[config.mk]
export PLATFORM = sky130hd
export DESIGN_NAME = mem_access_unit
export DESIGN_NICKNAME = d
export VERILOG_FILES = /design/src/rtl/mem_access_unit.sv
export SDC_FILE = /design/constraint.sdc
export NUM_CORES = 1
export LEC_CHECK = 0
export ABC_AREA = 1
export CORE_MARGIN = 2
export CORE_UTILIZATION = 44
export DETAILED_ROUTE_END_ITERATION = 8
export GPL_ROUTABILITY_DRIVEN = 1
export PLACE_DENSITY = 0.86
export SLEW_MARGIN = 15
export SYNTH_ARGS = -nofsm -noshare
export SYNTH_HDL_FRONTEND = slang
export SYNTH_SLANG_ARGS = --single-unit
[constraint.sdc]
create_clock -name clk -period 2.5 [get_ports clk]
set_input_delay 0.375 -clock clk [delete_from_list [all_inputs] [get_ports clk]]
set_output_delay 0.375 -clock clk [all_outputs]
set_load 0.05 [all_outputs]
[src/rtl/mem_access_unit.sv]
// PC / instruction-register / data-access sequencer for the RISC machine.
// Issues one memory access at a time with a ready handshake and an optional wait-state timeout.
module mem_access_unit #(
  parameter int unsigned          ADDR_W   = 9,
  parameter int unsigned          DATA_W   = 16,
  parameter logic [ADDR_W-1:0]    RESET_PC = '0,
  parameter int unsigned          MAX_WAIT = 15
) (
  input  logic              clk,
  input  logic              reset,
  input  logic              fetch_req,
  input  logic              load_req,
  input  logic              store_req,
  input  logic [ADDR_W-1:0] addr_in,
  input  logic [DATA_W-1:0] wdata_in,
  input  logic              pc_load,
  input  logic [ADDR_W-1:0] pc_in,
  input  logic              mem_ready,
  input  logic [DATA_W-1:0] read_data,
  output logic [ADDR_W-1:0] mem_addr,
  output logic [1:0]        m_cmd,
  output logic [DATA_W-1:0] write_data,
  output logic [DATA_W-1:0] ir,
  output logic [DATA_W-1:0] mdata,
  output logic [ADDR_W-1:0] pc,
  output logic              busy,
  output logic              done,
  output logic              err
);

  // Counter only has to reach MAX_WAIT-1; with the timeout disabled it just wraps.
  localparam int unsigned CNT_W = (MAX_WAIT > 2) ? $clog2(MAX_WAIT) : 1;

  typedef enum logic [1:0] {
    S_IDLE  = 2'd0,
    S_FETCH = 2'd1,
    S_LOAD  = 2'd2,
    S_STORE = 2'd3
  } state_t;

  state_t            r_state;
  logic [ADDR_W-1:0] r_pc;
  logic [ADDR_W-1:0] r_daddr;
  logic [DATA_W-1:0] r_wdata;
  logic [DATA_W-1:0] r_ir;
  logic [DATA_W-1:0] r_mdata;
  logic [CNT_W-1:0]  r_wait;
  logic              r_done;
  logic              r_err;
  logic              w_timeout;

  assign w_timeout = (MAX_WAIT > 0) && (r_wait == CNT_W'(MAX_WAIT - 1));

  always_ff @(posedge clk or posedge reset) begin
    if (reset) begin
      r_state <= S_IDLE;
      r_pc    <= RESET_PC;
      r_daddr <= '0;
      r_wdata <= '0;
      r_ir    <= '0;
      r_mdata <= '0;
      r_wait  <= '0;
      r_done  <= 1'b0;
      r_err   <= 1'b0;
    end else begin
      r_done <= 1'b0;
      r_err  <= 1'b0;
      case (r_state)
        S_IDLE: begin
          r_wait <= '0;
          if (pc_load) begin
            r_pc <= pc_in;
          end else if (fetch_req) begin
            r_state <= S_FETCH;
          end else if (load_req) begin
            r_daddr <= addr_in;
            r_state <= S_LOAD;
          end else if (store_req) begin
            r_daddr <= addr_in;
            r_wdata <= wdata_in;
            r_state <= S_STORE;
          end
        end
        default: begin
          if (mem_ready) begin
            if (r_state == S_FETCH) begin
              r_ir <= read_data;
              r_pc <= r_pc + 1'b1;
            end
            if (r_state == S_LOAD) r_mdata <= read_data;
            r_state <= S_IDLE;
            r_done  <= 1'b1;
            r_wait  <= '0;
          end else if (w_timeout) begin
            r_state <= S_IDLE;
            r_err   <= 1'b1;
            r_wait  <= '0;
          end else begin
            r_wait <= r_wait + 1'b1;
          end
        end
      endcase
    end
  end

  always_comb begin
    mem_addr = r_pc;
    m_cmd    = 2'b00;
    case (r_state)
      S_FETCH: m_cmd = 2'b01;
      S_LOAD:  begin mem_addr = r_daddr; m_cmd = 2'b01; end
      S_STORE: begin mem_addr = r_daddr; m_cmd = 2'b10; end
      default: ;
    endcase
  end

  assign write_data = r_wdata;
  assign ir         = r_ir;
  assign mdata      = r_mdata;
  assign pc         = r_pc;
  assign busy       = (r_state != S_IDLE);
  assign done       = r_done;
  assign err        = r_err;

endmodule
# == After elaboration in Yosys (flattened, before gate mapping) ==
# Cells that the tools add are included.
# classes
add_sub_neg,2
mux,23
reduce_logical,14
bitwise_logic,4
n_eq_ne,7
# op_table
cell,n
$mux 9,7
$mux 2,7
$mux 4,3
$reduce_and 3->1,4
$add 9x1->9 const B,1
$reduce_bool 2->1,4
$mux 1,5
$reduce_and 5->1,1
$add 4x1->4 const B,1
$eq 2x2->1 const B,2
$eq 4x4->1 const B,1
$ne 2x2->1 const B,2
$ne 4x4->1 const B,1
$not 1->1,4
$pmux 2 s2,1
$reduce_and 4->1,1
$reduce_or 2->1,2
$reduce_bool 3->1,1
$eq 2x1->1 const B,1
$logic_not 2->1,1
# totals
in_bits,57
out_inout_bits,71
elab_cells,59
reg_bits,74

# == Logic depth before layout (Yosys ltp) ==
# Gate-level depths: netlist of run 1.
# logic_depth
depth_word,5
mapped_depth,10
depth_no_buf,9

# == Worst setup path before layout of run 1 ==
# Ideal clock, no wire load.
# synth_timing
kind,register to output
start,register r_state[0]
end,output port mem_addr[0]
required_time_ns,2.125
t_arrival_ns,2.032
path_stages_with_launch,6
path_buffers,1
setup_slack_ns,0.093
cell_sequence,dfrtp_1 -> inv_1 -> ha_1 -> nor2_1 -> clkbuf_1 -> o21ai_0
# synth_via
elab_chain_cells,3
elab_cells_between_ends,4
classes_between,2 x eq/ne; 1 x mux; 1 x reduce/logical
# synth_rtl
element,line_no,source
"start, declared",41,state_t r_state;
"start signal, assigned",56,r_state <= S_IDLE;
"start signal, assigned",74,r_state <= S_FETCH;
"start signal, assigned",77,r_state <= S_LOAD;
$eq 2x2->1,109,case (r_state)
$reduce_or 2->1 (no line) *,--,
$mux 9 *,109,
"end, declared",20,"output logic [ADDR_W-1:0] mem_addr,"
# Every way passes the cells marked *; elsewhere a longest branch is shown, timed or not.

# == Worst setup path in the final report of run 1 ==
# layout_timing
start,register r_state[0]
end,output port m_cmd[0]
# layout_via
elab_chain_cells,3
elab_cells_between_ends,5
classes_between,3 x eq/ne; 1 x mux; 1 x reduce/logical
# layout_rtl
element,line_no,source
$eq 2x1->1 / $eq 2x2->1 (equally long branches),109,
$reduce_or 2->1 (no line),--,
$pmux 2 s2 *,109,
"end, declared",21,"output logic [1:0] m_cmd,"
# Marks and branches as above.

==> results of run 1 <==
logic make-up (layout without fill, tap and decap cells):
group           count (synthesis)  in the layout  synth area share
compound gates                 81             81            0.1328
xor+xnor                        2              2          0.005326
fa+ha+maj                       8              8           0.03043
buf+inv                        70            205           0.08711
flops                          74             74            0.5630
simple gates                  148            148            0.1814
synth_stat cells:
cell | n | area [um2]
buf_2 | 4 | 20.02
a31oi_1 | 1 | 6.260
ha_1 | 8 | 100.1
buf_6 | 2 | 22.52
a22oi_1 | 1 | 7.510
xnor2_1 | 1 | 8.760
xor2_1 | 1 | 8.760
dfrtp_1 | 74 | 1852
clkbuf_1 | 7 | 26.28
nor3_1 | 1 | 5.000
buf_4 | 1 | 7.510
o22ai_1 | 1 | 6.260
nand2_1 | 95 | 356.6
o21ai_2 | 7 | 61.31
o21ai_0 | 49 | 245.2
inv_2 | 2 | 7.510
o21ai_1 | 11 | 55.05
inv_1 | 54 | 202.7
nor3_4 | 1 | 16.27
a21oi_1 | 11 | 55.05
nor2_1 | 34 | 127.6
nand3_2 | 1 | 10.01
nand2_2 | 1 | 6.260
nand3_1 | 15 | 75.07
cell usage in the layout, fill, tap and decap left out, drive strengths merged:
master,Yosys,final
clkdlybuf4s50,0,117
nand2,96,96
dfrtp,74,74
o21ai,67,67
inv,56,56
nor2,34,34
buf,7,17
nand3,16,16
a21oi,11,11
clkbuf,7,10
ha,8,8
bufinv,0,3
nor3,2,2
a31oi,1,1
a22oi,1,1
xnor2,1,1
xor2,1,1
o22ai,1,1
clkinv,0,1
clkinvlp,0,1
area by class of cell:
class	count	area [um2]	share of cell area
sequential	74	1852	0.3694
timing repair buffer	134	1436	0.2865
multi-input combinational	239	1151	0.2296
inverter	56	210.2	0.04193
clock buffer	10	137.6	0.02745
tap	99	123.9	0.02471
clock inverter	5	102.6	0.02046
through the flow:
stage / cell area, um2 / cells / hold WS (ps) / power [mW]
CTS: 5014 / 617 / 419.9 / 8.076
detailed placement: 4773 / 602 / 470.1 / 6.919
global placement: 4773 / 602 / 466.1 / 6.820
finish: 5014 / 617 / 413.1 / 8.034
global route: 5014 / 617 / 466.7 / 8.442
floorplan: 3289 / 383 / 445.8 / 5.061
layer usage:
layer / global-route usage / share of wire
met3: 0.05760 / 0.088
met1: 0.2848 / 0.42
met2: 0.3526 / 0.48
met5: 0 / 0
met4: 0.09359 / 0.018
power by group:
part           leakage [nW]  switching, mW  internal (mW)  total, mW
Combinational          1.39           3.14           1.68       4.83
Sequential            0.920          0.383           1.71       2.09
Clock                 0.118          0.434          0.683       1.12
Total                  2.43           3.96           4.07       8.03
sequential cells by signal, indices dropped and copies added (netlist names), 2 cells and up:
signal      count
mdata          16
pc              9
r_wait          4
ir             16
r_state         2
write_data     16
r_daddr         9
worst register-to-register path, stage by stage, from the launching register on:
cell and delay [ps]:
dfrtp_1 440, inv_1 90, ha_1 230, inv_2 300
nand3_1 200, nand2_2 210, inv_2 120, nor2_1 100
nand2_1 60, o21ai_0 110
final timing paths:
| path | start | endpoint | slack [ps] |
|---|---|---|---|
| max | r_state[0]$_DFFE_PP0P_ | m_cmd[0] | 150 |
| min | reset | write_data[13]$_DFFE_PP0P_ | 410 |
| max reg2reg | r_state[0]$_DFFE_PP0P_ | pc[3]$_DFFE_PP0P_ | 530 |
| min reg2reg | r_wait[0]$_DFF_PP0_ | r_wait[0]$_DFF_PP0_ | 490 |
| max in group asynchronous | reset | ir[9]$_DFFE_PP0P_ | 1540 |
| min in group clk | r_wait[0]$_DFF_PP0_ | r_wait[0]$_DFF_PP0_ | 490 |
==> reports/metrics.yaml, run 1 <==
synth_cell_types: 24
leakagePower_nw: 2.427
place_hpwl_mm: 6.095
firstDrtPassIters: 4
vias_per_cell: 4.869
hold_viol: 0
crit_family: "buffers and inverters"
nNetsFinal: 579
synth_nets: 448
fmax_ghz: 0.4262
die_h_um: 90.47
ys_seq_elements: 74
critical_path_cell_count: 3
dpl_worst_slack_ps: 535.7
ios: 128
drive_gt1_frac: 0.08687
htreeDepth: 3
clk_pin_slew_ps: 70
drt-total-wl_mm: 8.568
period_needed_ps: 2346
final_max_slew_viol_count: 0
slew_headroom: 0.4928
grt_overflow: 0
cp_slowest_cell: "clkdlybuf4s50_1"
drtAntennaViolNets: 0
utilization: 0.6912
place.port_buffers: 127
cts_hold_buf: 0
wl_per_cell_um: 13.89
period_share: 0.9384
cts_tree: "done"
worstSetupEndpointType: "primary output"
ir_drop_mv: 0.8414
worstSetupPathType: "register to primary output"
seq_area_frac_synth: 0.5630
path_cells: "inv_1 -> ha_1 -> clkdlybuf4s50_1"
cap_violations: 0
cts_resized: 0
setup_viol_count_final: 0
synthCells: 383
yosys_warnings: 0
antenna_found_initial: 0
die_w_um: 90.47
root_buffer: "clkbuf_8"
slowest_delay_ps: 790
cts_buffers: 9
core_mm2: 0.007253
cts.path.max_buffers: 2
place.gp.congestion: 0.8538
grt_start_max_net_pins: 33
antennaDiodeCount: 0
critical_path.max_fanout: 5
die-area_mm2: 0.008184
drcViolationCount: 0
cts.sinks: 74
rr_worst_depth: 9
area.growth.synth_to_final_pct: 52.42
cp.buffers_inverters: 2
rsz0062_at_grt: "no"
synth_area_mm2: 0.003289
fp-row-count: 31
synth_area_per_cell_um2: 8.589
drt-initial-drc-count: 118
cts_setup_buffers: 0
grt_pass1_vias: 3027
worst_setup_path_start_kind: "register"
worst_pin_slew_ps: 760.7
setup_tns_ps: 0
fillerInstances: 554
final.setup.worst_slack_ps: 153.9
start_util: 0.4535
grt_usage: 0.2205
arrival_ps: 1970
required_ps: 2120
grt_pass1_wl_mm: 14.40
powerDensity_mw_per_mm2: 1602
vias: 3004
outcome: "complete, no violations"
holdCritPathClass: "input port to async pin"
worst_clock_skew_ps: 4.232
clk_latency_ps: 340
No activity file was read; power rests on OpenSTA's default activity.
==> inputs of run 2 (changes only) <==
--- a/config.mk
+++ b/config.mk
@@ -6,11 +6,13 @@
 export NUM_CORES = 1
 export LEC_CHECK = 0
 export ABC_AREA = 1
+export CELL_PAD_IN_SITES_DETAIL_PLACEMENT = 1
+export CELL_PAD_IN_SITES_GLOBAL_PLACEMENT = 1
 export CORE_MARGIN = 2
-export CORE_UTILIZATION = 44
+export CORE_UTILIZATION = 31
 export DETAILED_ROUTE_END_ITERATION = 8
-export GPL_ROUTABILITY_DRIVEN = 1
-export PLACE_DENSITY = 0.86
+export GPL_ROUTABILITY_DRIVEN = 0
+export PLACE_DENSITY = 0.84
 export SLEW_MARGIN = 15
 export SYNTH_ARGS = -nofsm -noshare
 export SYNTH_HDL_FRONTEND = slang
==> run 2 against run 1 <==
Net effect: first-iteration DRC count down 9.3%; hold slack got worse by 61 ps; maximum frequency increased by 0.93%; global-route usage down 4.1 points; sequential power about the same; utilization decreased by 21 points; largest power group unchanged.
==> reports/metrics.yaml, run 2 (synthesis gave the netlist of run 1 again) <==
outcome: "complete, no violations"
grt_pass1_vias: 3256  # +7.6%
grt_pass1_wl_mm: 16.04  # +11%
root_buffer: "clkbuf_8"
place.port_buffers: 127  # unchanged
holdWs_ps: 352.5  # -60.59 ps
placed_area_mm2: 0.004807  # +0.71%
vias_per_cell: 4.566  # -6.2%
firstDrtPassIters: 4  # unchanged
p_clk_frac: 0.118  # -0.021
cts_tree: "done"
grt_start_max_net_pins: 36  # +9.1%
arrival_ps: 1950  # -20 ps
clk_pin_slew_ps: 80  # about the same
worstSetupPathType: "register to primary output"
worst_pin_slew_ps: 746.1  # -14.69 ps
fp-row-count: 37  # +19%
reg2reg_setup_slack_ps: 480  # -50 ps
combPwrFrac: 0.614  # +0.013
finalInstanceArea_mm2: 0.005000  # -0.27%
cts_setup_buffers: 0  # unchanged
wl_per_cell_um: 14.82  # +6.7%
cts_resized: 0  # unchanged
slew_headroom: 0.5026  # +0.009794
drive_gt1_frac: 0.08671  # -0.0001674
period_share: 0.9298  # -0.008648
drcViolationCount: 0  # unchanged
nNetsFinal: 579  # unchanged
hold_viol: 0  # unchanged
grt_usage: 0.1799  # -0.04067
critical_path.max_fanout: 5  # unchanged
die_w_um: 107.0  # +18%
layout.cells.non_filler: 655  # +6.2%
final_common_cell: "clkdlybuf4s50_1"
core_mm2: 0.01032  # +42%
dpl_worst_slack_ps: 480.5  # -55.20 ps
worst_clock_skew_ps: 10.57  # +6.340 ps
drt-initial-drc-count: 107  # -9.3%
pwr-share-seq: 0.268  # +0.008
powerDensity_mw_per_mm2: 1576  # -1.7%
cts_hold_buf: 0  # unchanged
leakagePower_nw: 2.400  # -1.1%
required_ps: 2120  # about the same
total_power_mw: 7.878  # -1.9%
cp_slowest_cell: "clkdlybuf4s50_1"
antennaDiodeCount: 0  # unchanged
holdCritPathClass: "input port to async pin"
cts_buffers: 9  # unchanged
clk_latency_ps: 350  # about the same
rsz0062_at_grt: "no"
internal-power_mw: 3.847  # -5.6%
slowest_delay_ps: 810  # +20 ps
final_max_slew_viol_count: 0  # unchanged
utilization: 0.4843  # -0.2069
ios: 128  # unchanged
start_util: 0.3186  # -0.1349
htreeDepth: 3  # unchanged
area.growth.synth_to_final_pct: 52.00
fmax_ghz: 0.4302  # +0.93%
worst_setup_path_start_kind: "register"
drtAntennaViolNets: 0  # unchanged
setup_viol_count_final: 0  # unchanged
cap_violations: 0  # unchanged
place_hpwl_mm: 7.444  # +22%
worstSetupEndpointType: "primary output"
period_needed_ps: 2325  # -21.62 ps
dp_cells: 639  # +6.1%
switchingPower_mw: 4.031  # +1.8%
cts.sinks: 74  # unchanged
path_cells: "inv_1 -> ha_1 -> clkdlybuf4s50_1"
swShare: 0.5117  # +0.01871
ir_drop_mv: 0.7770  # -7.7%
grt_overflow: 0  # unchanged
die-area_mm2: 0.01145  # +40%
vias: 2991  # -0.43%
antenna_found_initial: 0  # unchanged
drt-total-wl_mm: 9.706  # +13%
die_h_um: 107.0  # +18%
final_cell_mix: "clkdlybuf4s50_1 (117), nand2_1 (95), dfrtp_1 (74), inv_1 (53), o21ai_0 (49)"
final.setup.worst_slack_ps: 175.5  # +21.62 ps
setup_tns_ps: 0  # unchanged
cts.path.max_buffers: 2  # unchanged
[run 2: cell count changes in the layout (fill, tap and decap cells not counted)]
cell       previous run  this run
clkbuf_1              0         1
bufinv_16             3         1
buf_4                 6         7
clkinv_4              0         1
clkbuf_8             10         9
inv_6                 0         1
clkinv_2              1         2
buf_12               11        10
[run 2: area by class of cell]
class,instances,area [um2]
fillers,1220,5324
flip-flops and latches,74,1852
repair buffers,134,1424
multi-input cells,239,1151
inverters,56,210.2
well taps,136,170.2
clock buffers,10,127.6
clock inverters,6,65.06
[run 2: power groups by stage]
stage	registers, mW	logic (mW)	clock network [mW]
after floorplan	3.50	1.57	0
after global placement	2.10	4.74	0
after detailed placement	2.12	4.89	0
after CTS	2.12	4.90	0.949
after global routing	2.18	5.15	0.999
final	2.11	4.84	0.928
[run 2: per-layer routing]
metal / wire, um / vias to the layer above / global-route usage
met4: 132 / 0 / 0.05566
met5: 0 / - / 0
met1: 4123 / 1428 / 0.2230
met2: 4815 / 97 / 0.3085
met3: 634 / 12 / 0.04498
li1: - / 1454 / -
[run 2: final timing paths]
check,cells past startpoint,end,start
setup / recovery,3,m_cmd[0],r_state[0]$_DFFE_PP0P_
hold / removal,2,write_data[0]$_DFFE_PP0P_,reset
setup reg to reg,9,pc[8]$_DFFE_PP0P_,r_state[0]$_DFFE_PP0P_
hold reg to reg,2,ir[13]$_DFFE_PP0P_,ir[13]$_DFFE_PP0P_
max in group asynchronous,3,pc[4]$_DFFE_PP0P_,reset
min in group clk,2,ir[13]$_DFFE_PP0P_,ir[13]$_DFFE_PP0P_
[run 2: worst max-delay path: cells and delay by family (launching register included)]
family	cells	cell delay, ps
buffers and inverters	2	900
DFF	1	420
adders and majority gates	1	280
